## src/rtl/id_ex_hazard_ctrl_pkg.sv

```systemverilog
// Shared definitions for the ID/EX register and hazard control block:
// forwarding select codes, control-vector bit positions, halt FSM states,
// bubble constants and a register-match helper.
package id_ex_hazard_ctrl_pkg;

    // Branch-compare operand select codes
    localparam logic [1:0] FWD_RF  = 2'b00;
    localparam logic [1:0] FWD_WB  = 2'b01;
    localparam logic [1:0] FWD_MEM = 2'b10;

    // WB vector {RegWrite, MemToReg}
    localparam int unsigned WB_REGWRITE = 1;

    // MEM vector {Branch[1], MemR, MemW, Branch[0]}
    localparam int unsigned MEM_BRANCH1 = 3;
    localparam int unsigned MEM_MEMR    = 2;
    localparam int unsigned MEM_BRANCH0 = 0;

    // EX vector {ALUSrc, RegDst, ALUOp[1:0]}
    localparam int unsigned EX_REGDST = 2;

    // Control values latched for an inserted bubble
    localparam logic [1:0] BUBBLE_WB  = 2'b00;
    localparam logic [3:0] BUBBLE_MEM = 4'b0000;
    localparam logic [3:0] BUBBLE_EX  = 4'b0000;

    typedef enum logic [1:0] {
        StRun    = 2'b00,
        StDrain  = 2'b01,
        StHalted = 2'b10
    } halt_state_e;

    // True when a producer writing dest feeds source register src; $0 never matches
    function automatic logic reg_hit(input logic [4:0] dest, input logic [4:0] src);
        return (dest != 5'd0) && (dest == src);
    endfunction

endpackage

```

## src/rtl/id_ex_hazard_ctrl_hazard_detect.sv

```systemverilog
// Combinational hazard detection: load-use stall, branch-operand stall and
// branch-compare forwarding selects for decode.
// Optional feature: BRANCH_STALL_EN enables the branch-operand stall.
module id_ex_hazard_ctrl_hazard_detect
    import id_ex_hazard_ctrl_pkg::*;
(
    input  logic [4:0] i_id_rs,
    input  logic [4:0] i_id_rt,
    input  logic       i_id_branch,
    input  logic       i_ex_memr,
    input  logic       i_ex_regwrite,
    input  logic       i_ex_regdst,
    input  logic [4:0] i_ex_rt,
    input  logic [4:0] i_ex_rd,
    input  logic       i_mem_regwrite,
    input  logic       i_mem_memr,
    input  logic [4:0] i_mem_wrreg,
    input  logic       i_wb_we,
    input  logic [4:0] i_wb_wrreg,
    output logic       o_load_use,
    output logic       o_branch_stall,
    output logic [1:0] o_fwd_a,
    output logic [1:0] o_fwd_b
);

    logic [4:0] w_ex_dest;
    logic       w_branch_hazard;

    // Load in EX whose destination is a source of the instruction in decode
    always_comb begin
        o_load_use = i_ex_memr && (reg_hit(i_ex_rt, i_id_rs) || reg_hit(i_ex_rt, i_id_rt));
    end

    // Branch in decode whose operands are not yet available to the compare
    always_comb begin
        w_ex_dest       = i_ex_regdst ? i_ex_rd : i_ex_rt;
        w_branch_hazard = i_id_branch &&
                          ((i_ex_regwrite &&
                            (reg_hit(w_ex_dest, i_id_rs) || reg_hit(w_ex_dest, i_id_rt))) ||
                           (i_mem_memr &&
                            (reg_hit(i_mem_wrreg, i_id_rs) || reg_hit(i_mem_wrreg, i_id_rt))));
    end

`ifdef BRANCH_STALL_EN
    assign o_branch_stall = w_branch_hazard;
`else
    // Without the feature, software schedules around branch-operand hazards
    logic w_unused_branch_hazard;
    assign w_unused_branch_hazard = w_branch_hazard;
    assign o_branch_stall         = 1'b0;
`endif

    // Forward select per operand; MEM result is younger so it wins over WB
    always_comb begin
        o_fwd_a = FWD_RF;
        if (i_mem_regwrite && reg_hit(i_mem_wrreg, i_id_rs)) begin
            o_fwd_a = FWD_MEM;
        end else if (i_wb_we && reg_hit(i_wb_wrreg, i_id_rs)) begin
            o_fwd_a = FWD_WB;
        end

        o_fwd_b = FWD_RF;
        if (i_mem_regwrite && reg_hit(i_mem_wrreg, i_id_rt)) begin
            o_fwd_b = FWD_MEM;
        end else if (i_wb_we && reg_hit(i_wb_wrreg, i_id_rt)) begin
            o_fwd_b = FWD_WB;
        end
    end

endmodule

```

## src/rtl/id_ex_hazard_ctrl.sv

```systemverilog
// ID/EX pipeline register with hazard control and halt drain FSM.
// Latches decoded control/operands each cycle, inserts bubbles on load-use,
// undefined instructions and halt, flushes IF/ID on a taken branch.
// Optional feature: BRANCH_STALL_EN (branch-operand stall in hazard_detect).
module id_ex_hazard_ctrl
    import id_ex_hazard_ctrl_pkg::*;
#(
    parameter int unsigned DW           = 32,
    parameter int unsigned DRAIN_CYCLES = 3
) (
    input  logic          clk,
    input  logic          rst,
    input  logic [1:0]    id_wb,
    input  logic [3:0]    id_mem,
    input  logic [3:0]    id_ex,
    input  logic [DW-1:0] id_a,
    input  logic [DW-1:0] id_b,
    input  logic [DW-1:0] id_imm,
    input  logic [4:0]    id_rs,
    input  logic [4:0]    id_rt,
    input  logic [4:0]    id_rd,
    input  logic          id_halt,
    input  logic          id_undef,
    input  logic          branch_taken,
    input  logic          mem_regwrite,
    input  logic [4:0]    mem_wrreg,
    input  logic          mem_memr,
    input  logic          wb_we,
    input  logic [4:0]    wb_wrreg,
    output logic [1:0]    ex_wb,
    output logic [3:0]    ex_mem,
    output logic [3:0]    ex_ex,
    output logic [DW-1:0] ex_a,
    output logic [DW-1:0] ex_b,
    output logic [DW-1:0] ex_imm,
    output logic [4:0]    ex_rs,
    output logic [4:0]    ex_rt,
    output logic [4:0]    ex_rd,
    output logic          pipe_stall,
    output logic          if_id_flush,
    output logic [1:0]    fwd_a,
    output logic [1:0]    fwd_b,
    output logic          halted,
    output logic          undef_seen
);

    localparam int unsigned CntW = (DRAIN_CYCLES > 1) ? $clog2(DRAIN_CYCLES) : 1;
    localparam logic [CntW-1:0] CntLast = CntW'(DRAIN_CYCLES - 1);

    logic [1:0]    r_ex_wb;
    logic [3:0]    r_ex_mem;
    logic [3:0]    r_ex_ex;
    logic [DW-1:0] r_ex_a;
    logic [DW-1:0] r_ex_b;
    logic [DW-1:0] r_ex_imm;
    logic [4:0]    r_ex_rs;
    logic [4:0]    r_ex_rt;
    logic [4:0]    r_ex_rd;
    logic          r_undef_seen;

    halt_state_e   r_state;
    logic [CntW-1:0] r_cnt;
    logic          r_halted;

    logic          w_load_use;
    logic          w_branch_stall;
    logic          w_pipe_stall;
    logic          w_bubble;

    id_ex_hazard_ctrl_hazard_detect u_hazard_detect (
        .i_id_rs        (id_rs),
        .i_id_rt        (id_rt),
        .i_id_branch    (id_mem[MEM_BRANCH1] | id_mem[MEM_BRANCH0]),
        .i_ex_memr      (r_ex_mem[MEM_MEMR]),
        .i_ex_regwrite  (r_ex_wb[WB_REGWRITE]),
        .i_ex_regdst    (r_ex_ex[EX_REGDST]),
        .i_ex_rt        (r_ex_rt),
        .i_ex_rd        (r_ex_rd),
        .i_mem_regwrite (mem_regwrite),
        .i_mem_memr     (mem_memr),
        .i_mem_wrreg    (mem_wrreg),
        .i_wb_we        (wb_we),
        .i_wb_wrreg     (wb_wrreg),
        .o_load_use     (w_load_use),
        .o_branch_stall (w_branch_stall),
        .o_fwd_a        (fwd_a),
        .o_fwd_b        (fwd_b)
    );

    // Stall sources: data hazards in RUN, and the whole pipe once halt has issued
    always_comb begin
        w_pipe_stall = w_load_use || w_branch_stall || (r_state != StRun);
        // A stalled, undefined or halting instruction must not enter EX
        w_bubble     = w_pipe_stall || id_undef || id_halt;
    end

    assign pipe_stall  = w_pipe_stall;
    assign if_id_flush = branch_taken & ~w_pipe_stall;

    // ID/EX register: capture decode outputs or a bubble; sticky undefined flag
    always_ff @(posedge clk or posedge rst) begin
        if (rst) begin
            r_ex_wb      <= BUBBLE_WB;
            r_ex_mem     <= BUBBLE_MEM;
            r_ex_ex      <= BUBBLE_EX;
            r_ex_a       <= '0;
            r_ex_b       <= '0;
            r_ex_imm     <= '0;
            r_ex_rs      <= '0;
            r_ex_rt      <= '0;
            r_ex_rd      <= '0;
            r_undef_seen <= 1'b0;
        end else begin
            if (w_bubble) begin
                r_ex_wb  <= BUBBLE_WB;
                r_ex_mem <= BUBBLE_MEM;
                r_ex_ex  <= BUBBLE_EX;
                r_ex_a   <= '0;
                r_ex_b   <= '0;
                r_ex_imm <= '0;
                r_ex_rs  <= '0;
                r_ex_rt  <= '0;
                r_ex_rd  <= '0;
            end else begin
                r_ex_wb  <= id_wb;
                r_ex_mem <= id_mem;
                r_ex_ex  <= id_ex;
                r_ex_a   <= id_a;
                r_ex_b   <= id_b;
                r_ex_imm <= id_imm;
                r_ex_rs  <= id_rs;
                r_ex_rt  <= id_rt;
                r_ex_rd  <= id_rd;
            end
            if (id_undef && !w_pipe_stall) begin
                r_undef_seen <= 1'b1;
            end
        end
    end

    // Halt FSM: a halt held behind a stall waits; once issued, drain EX/MEM/WB
    always_ff @(posedge clk or posedge rst) begin
        if (rst) begin
            r_state  <= StRun;
            r_cnt    <= '0;
            r_halted <= 1'b0;
        end else begin
            unique case (r_state)
                StRun: begin
                    if (id_halt && !w_pipe_stall) begin
                        r_state <= StDrain;
                        r_cnt   <= '0;
                    end
                end
                StDrain: begin
                    if (r_cnt == CntLast) begin
                        r_state  <= StHalted;
                        r_halted <= 1'b1;
                    end else begin
                        r_cnt <= r_cnt + 1'b1;
                    end
                end
                StHalted: begin
                    r_halted <= 1'b1;
                end
                default: begin
                    r_state <= StRun;
                    r_cnt   <= '0;
                end
            endcase
        end
    end

    assign ex_wb      = r_ex_wb;
    assign ex_mem     = r_ex_mem;
    assign ex_ex      = r_ex_ex;
    assign ex_a       = r_ex_a;
    assign ex_b       = r_ex_b;
    assign ex_imm     = r_ex_imm;
    assign ex_rs      = r_ex_rs;
    assign ex_rt      = r_ex_rt;
    assign ex_rd      = r_ex_rd;
    assign halted     = r_halted;
    assign undef_seen = r_undef_seen;

endmodule

```

## config.mk

```make
export PLATFORM = sky130hd
export DESIGN_NAME = id_ex_hazard_ctrl
export DESIGN_NICKNAME = d
export VERILOG_FILES = /design/src/rtl/id_ex_hazard_ctrl_pkg.sv /design/src/rtl/id_ex_hazard_ctrl_hazard_detect.sv /design/src/rtl/id_ex_hazard_ctrl.sv
export SDC_FILE = /design/constraint.sdc
export NUM_CORES = 1
export LEC_CHECK = 0
export CORE_UTILIZATION = 37
export DETAILED_ROUTE_END_ITERATION = 7
export HOLD_SLACK_MARGIN = 0.03
export PLACE_DENSITY = 0.78
export SKIP_CTS_REPAIR_TIMING = 1
export SLEW_MARGIN = 40
export SYNTH_ARGS = -nofsm -noshare
export SYNTH_HDL_FRONTEND = slang
export SYNTH_SLANG_ARGS = --single-unit
```

## constraint.sdc

```tcl
create_clock -name clk -period 12.1 [get_ports clk]
set_clock_uncertainty 0.15 [all_clocks]
set_input_delay 2.42 -clock clk [delete_from_list [all_inputs] [get_ports clk]]
set_output_delay 2.42 -clock clk [all_outputs]
set_load 0.1 [all_outputs]
```

==> metrics.txt <==
# TYPE chip_impl_metric gauge
chip_impl_info{name="timing.critical_path.to_type",value="output pin"} 1
chip_impl_metric{name="netSwitchingFraction",unit=""} 0.191
chip_impl_metric{name="timing.fmax",unit="MHz"} 140
chip_impl_metric{name="cts.path.max_buffers",unit=""} 2
chip_impl_metric{name="p_total",unit="mW"} 1.02
chip_impl_metric{name="ys_warnings",unit=""} 0
chip_impl_metric{name="report.final.hold_viol_count",unit=""} 0
chip_impl_info{name="regToRegStartpoint",value="ex_rt[0]"} 1
chip_impl_metric{name="via_per_inst",unit=""} 4.30
chip_impl_info{name="critical_path_s_most_frequent_cell",value="sky130_fd_sc_hd__nor4_1"} 1
chip_impl_metric{name="net-switching-power",unit="mW"} 0.195
chip_impl_metric{name="via_count_of_the_first_global_routing_pass",unit=""} 3544
chip_impl_metric{name="drtIter0Drc",unit=""} 123
chip_impl_info{name="r2r-end",value="ex_wb[1]"} 1
chip_impl_info{name="clock-root-buffer",value="sky130_fd_sc_hd__clkbuf_16"} 1
chip_impl_metric{name="grt_start_max_net_pins",unit=""} 73
chip_impl_metric{name="area_growth_syn_to_layout",unit="%"} 60.6
chip_impl_metric{name="critPathMaxFanout",unit=""} 3
chip_impl_metric{name="end_of_flow_core_utilization",unit=""} 0.614
chip_impl_metric{name="drtPass1Iterations",unit=""} 4
chip_impl_metric{name="clock_sinks",unit=""} 127
chip_impl_metric{name="clkLatencyLatePin",unit="ns"} 0.40
chip_impl_metric{name="syn-instance-count",unit=""} 340
chip_impl_metric{name="cp.required",unit="ns"} 9.53
chip_impl_metric{name="grt_overflow_total",unit=""} 0
chip_impl_metric{name="worst_ir_drop_vdd",unit="mV"} 0.101
chip_impl_info{name="yosys-top-cells-count",value="sky130_fd_sc_hd__dfrtp_1 (127), sky130_fd_sc_hd__and2_1 (86), sky130_fd_sc_hd__and2_2 (35), sky130_fd_sc_hd__xnor2_1 (16), sky130_fd_sc_hd__xor2_1 (15)"} 1
chip_impl_metric{name="count_of_buffers_inserted_at_the_top_level_ports",unit=""} 266
chip_impl_metric{name="worstPathArrival",unit="ns"} 4.57
chip_impl_metric{name="final_max_slew_viol_count",unit=""} 0
chip_impl_metric{name="critPathMaxStageDelay",unit="ns"} 0.55
chip_impl_info{name="synth.most_common_cell",value="sky130_fd_sc_hd__dfrtp_1"} 1
chip_impl_metric{name="drive_gt1_frac",unit=""} 0.326
chip_impl_metric{name="floorplan.rows",unit=""} 40
chip_impl_metric{name="netlist.area_leader.share",unit=""} 0.686
chip_impl_metric{name="p_clk_frac",unit=""} 0.520
chip_impl_metric{name="grt_usage",unit=""} 0.184
chip_impl_metric{name="mappedNetlistNets",unit=""} 480
chip_impl_metric{name="async_reset_ff_frac",unit=""} 1.00
chip_impl_metric{name="dieWidth",unit="µm"} 114
chip_impl_info{name="hold_path.class",value="reg -> reg"} 1
chip_impl_metric{name="timing.slew.headroom",unit=""} 0.547
chip_impl_metric{name="leakage",unit="nW"} 3.91
chip_impl_metric{name="antenna_found_initial",unit=""} 1
chip_impl_metric{name="cts_buffers",unit=""} 17
chip_impl_metric{name="reg2reg_depth",unit=""} 6
chip_impl_metric{name="die_area",unit="µm²"} 13000
chip_impl_metric{name="setup_viol",unit=""} 0
chip_impl_metric{name="synth_enable_flop_cells",unit=""} 0
chip_impl_metric{name="synthDistinctLibCells",unit=""} 30
chip_impl_info{name="hold_path.startpoint",value="halted"} 1
chip_impl_info{name="cp_slowest_cell",value="sky130_fd_sc_hd__or4_1"} 1
chip_impl_info{name="most_common_flop_cell_mapped_by_yosys",value="sky130_fd_sc_hd__dfrtp_1"} 1
chip_impl_metric{name="timing_worst_slew_pin_value",unit="ns"} 0.680
chip_impl_metric{name="ios",unit=""} 268
chip_impl_metric{name="share_comb_of_total_power",unit=""} 0.065
chip_impl_info{name="run_status",value="finished, final reports clean"} 1
chip_impl_metric{name="synth-seq-cells",unit=""} 127
chip_impl_info{name="post_synth_main_area_contributors",value="sky130_fd_sc_hd__dfrtp_1 (69%), sky130_fd_sc_hd__and2_1 (12%), sky130_fd_sc_hd__and2_2 (5.7%)"} 1
chip_impl_metric{name="synth.avg_cell_area",unit="µm²"} 13.6
chip_impl_metric{name="intPower",unit="mW"} 0.829
chip_impl_metric{name="detail-route-antenna-nets",unit=""} 0
chip_impl_metric{name="routed_wire_length_per_instance",unit="µm"} 14.7
chip_impl_metric{name="clock_pin_slew_of_the_registers_on_the_worst_case_setup_and_hold_paths",unit="ns"} 0.05
chip_impl_metric{name="synthesis.area",unit="µm²"} 4630
chip_impl_metric{name="dp.final_hpwl",unit="µm"} 8790
chip_impl_metric{name="fin_crit_sh",unit=""} 0.590
chip_impl_metric{name="placeable_core_region",unit="µm²"} 12100
chip_impl_metric{name="seq_power_share",unit=""} 0.415
chip_impl_metric{name="vias",unit=""} 3415
chip_impl_metric{name="drc",unit=""} 0
chip_impl_metric{name="die_h",unit="µm"} 114
chip_impl_info{name="tritoncts",value="built"} 1
chip_impl_metric{name="max_cap_viol_count",unit=""} 0
chip_impl_metric{name="hold-path-cell-count",unit=""} 1
chip_impl_metric{name="final_net_count",unit=""} 753
chip_impl_metric{name="setup_slack_of_the_worst_register_to_register_path",unit="ns"} 9.07
chip_impl_info{name="crit_path_cells",value="clkdlybuf4s50_1, or4_1, o21ai_0, nor4_1, nor4_1, buf_2"} 1
chip_impl_metric{name="routabilityCongestion",unit=""} 0.767
chip_impl_metric{name="period_needed",unit="ns"} 7.14
chip_impl_metric{name="cellPowerDensity",unit="nW/µm²"} 138
chip_impl_metric{name="cts_max_level",unit=""} 4
chip_impl_metric{name="global_route_wire_length_before_repair",unit="µm"} 17500
chip_impl_info{name="startpoint_class_of_the_critical_path",value="input pin"} 1
chip_impl_metric{name="tns",unit="ns"} 0
chip_impl_metric{name="ys_seq_area_frac",unit=""} 0.686
chip_impl_info{name="synth_top_area_cell",value="sky130_fd_sc_hd__dfrtp_1"} 1
chip_impl_metric{name="wl",unit="µm"} 11700
chip_impl_info{name="grt_setup_unrepaired",value="no"} 1
chip_impl_metric{name="initial_utilization",unit=""} 0.382
chip_impl_info{name="critical_path_class",value="in -> out"} 1
chip_impl_info{name="worst_hold_path.endpoint",value="halted"} 1
[power groups by stage]
stage	clock (mW)	sequential (mW)	combinational (mW)
6_report	0.533	0.425	0.0661
4_1_cts	0.546	0.425	0.0671
3_5_place_dp	0	0.432	0.0668
2_1_floorplan	0	0.433	0.0156
3_3_place_gp	0	0.432	0.0660
5_1_grt	0.564	0.425	0.0717
[worst max-delay path: cells and delay by family]
family | cells | cell delay, ns
AND/OR/NAND/NOR | 3 | 0.97
buffers and inverters | 2 | 0.94
AO/OA/AOI/OAI | 1 | 0.24
[layout make-up]
class,instances,area (µm²)
Timing Repair Buffer,270,2050
Tap cell,168,210
Clock buffer,22,474
Clock inverter,10,159
Antenna cell,1,2.50
Inverter,4,17.5
Fill cell,1008,4670
Multi-Input combinational cell,193,1350
Sequential cell,127,3180
[sequential cells by signal (all words and copies together) (netlist names)]
register    count
ex_rd           5
ex_a           32
ex_b           32
ex_mem          4
ex_imm         32
ex_rt           5
r_cnt           2
ex_ex           4
ex_rs           5
undef_seen      1
ex_wb           2
r_state         2
halted          1
[stage by stage]
| step | cell area [µm²] | hold slack, ns | std cells | worst slack, ns |
|---|---|---|---|---|
| 3_5_place_dp | 6810 | 0.311 | 762 | 4.96 |
| 5_1_grt | 7440 | 0.344 | 794 | 4.79 |
| 3_3_place_gp | 7440 | 0.305 | 761 | 4.32 |
| 6_report | 7440 | 0.311 | 795 | 4.96 |
| 2_1_floorplan | 4630 | 0.369 | 340 | 1.91 |
| 4_1_cts | 7440 | 0.323 | 794 | 4.95 |
[how the worst max path moves through the flow]
stage / from / endpoint / slack, ns
final: mem_wrreg[1] / fwd_a[0] / 4.96
after detailed placement: mem_wrreg[1] / fwd_a[0] / 4.96
after CTS: mem_wrreg[1] / fwd_a[0] / 4.95
after global routing: mem_wrreg[1] / fwd_a[0] / 4.79
after global placement: mem_wrreg[1] / fwd_a[0] / 4.32
after floorplan: id_rs[4] / fwd_a[0] / 1.91
[kinds of logic (layout without fill, tap and decap cells)]
family / count (synthesis) / count (layout) / synth area share
AND/OR/NAND/NOR: 147 / 147 / 0.204
flip-flops: 127 / 127 / 0.686
XOR/XNOR: 31 / 31 / 0.0586
buffers and inverters: 20 / 306 / 0.0227
AO/OA/AOI/OAI: 13 / 13 / 0.0232
adder cells (fa/ha/maj): 1 / 1 / 0.00270
multiplexers: 1 / 1 / 0.00243
other: 0 / 1 / 0
[per-layer routing]
| layer | vias to the layer above | share of wire | track usage |
|---|---|---|---|
| met3 | 24 | 0.10 | 0.0840 |
| met4 | 0 | 0.026 | 0.102 |
| li1 | 1614 | - | - |
| met1 | 1614 | 0.35 | 0.184 |
| met5 | - | 0 | 0 |
| met2 | 163 | 0.52 | 0.318 |
[cell usage in the layout, fill, tap and decap left out, types with 2 or more instances in the layout]
cell / instances
sky130_fd_sc_hd__a21oi_1: 2
sky130_fd_sc_hd__and2_1: 86
sky130_fd_sc_hd__and2_2: 35
sky130_fd_sc_hd__buf_2: 129
sky130_fd_sc_hd__buf_4: 3
sky130_fd_sc_hd__bufinv_16: 4
sky130_fd_sc_hd__clkbuf_1: 2
sky130_fd_sc_hd__clkbuf_16: 17
sky130_fd_sc_hd__clkbuf_8: 3
sky130_fd_sc_hd__clkdlybuf4s50_1: 137
sky130_fd_sc_hd__clkinv_2: 3
sky130_fd_sc_hd__clkinvlp_4: 2
sky130_fd_sc_hd__dfrtp_1: 127
sky130_fd_sc_hd__inv_1: 3
sky130_fd_sc_hd__nand2_1: 5
sky130_fd_sc_hd__nand2b_1: 2
sky130_fd_sc_hd__nand3_1: 5
sky130_fd_sc_hd__nor2_1: 2
sky130_fd_sc_hd__nor4_1: 4
sky130_fd_sc_hd__o21ai_0: 4
sky130_fd_sc_hd__or4_1: 5
sky130_fd_sc_hd__xnor2_1: 16
sky130_fd_sc_hd__xor2_1: 15
No activity file was read; power rests on OpenSTA's default activity.
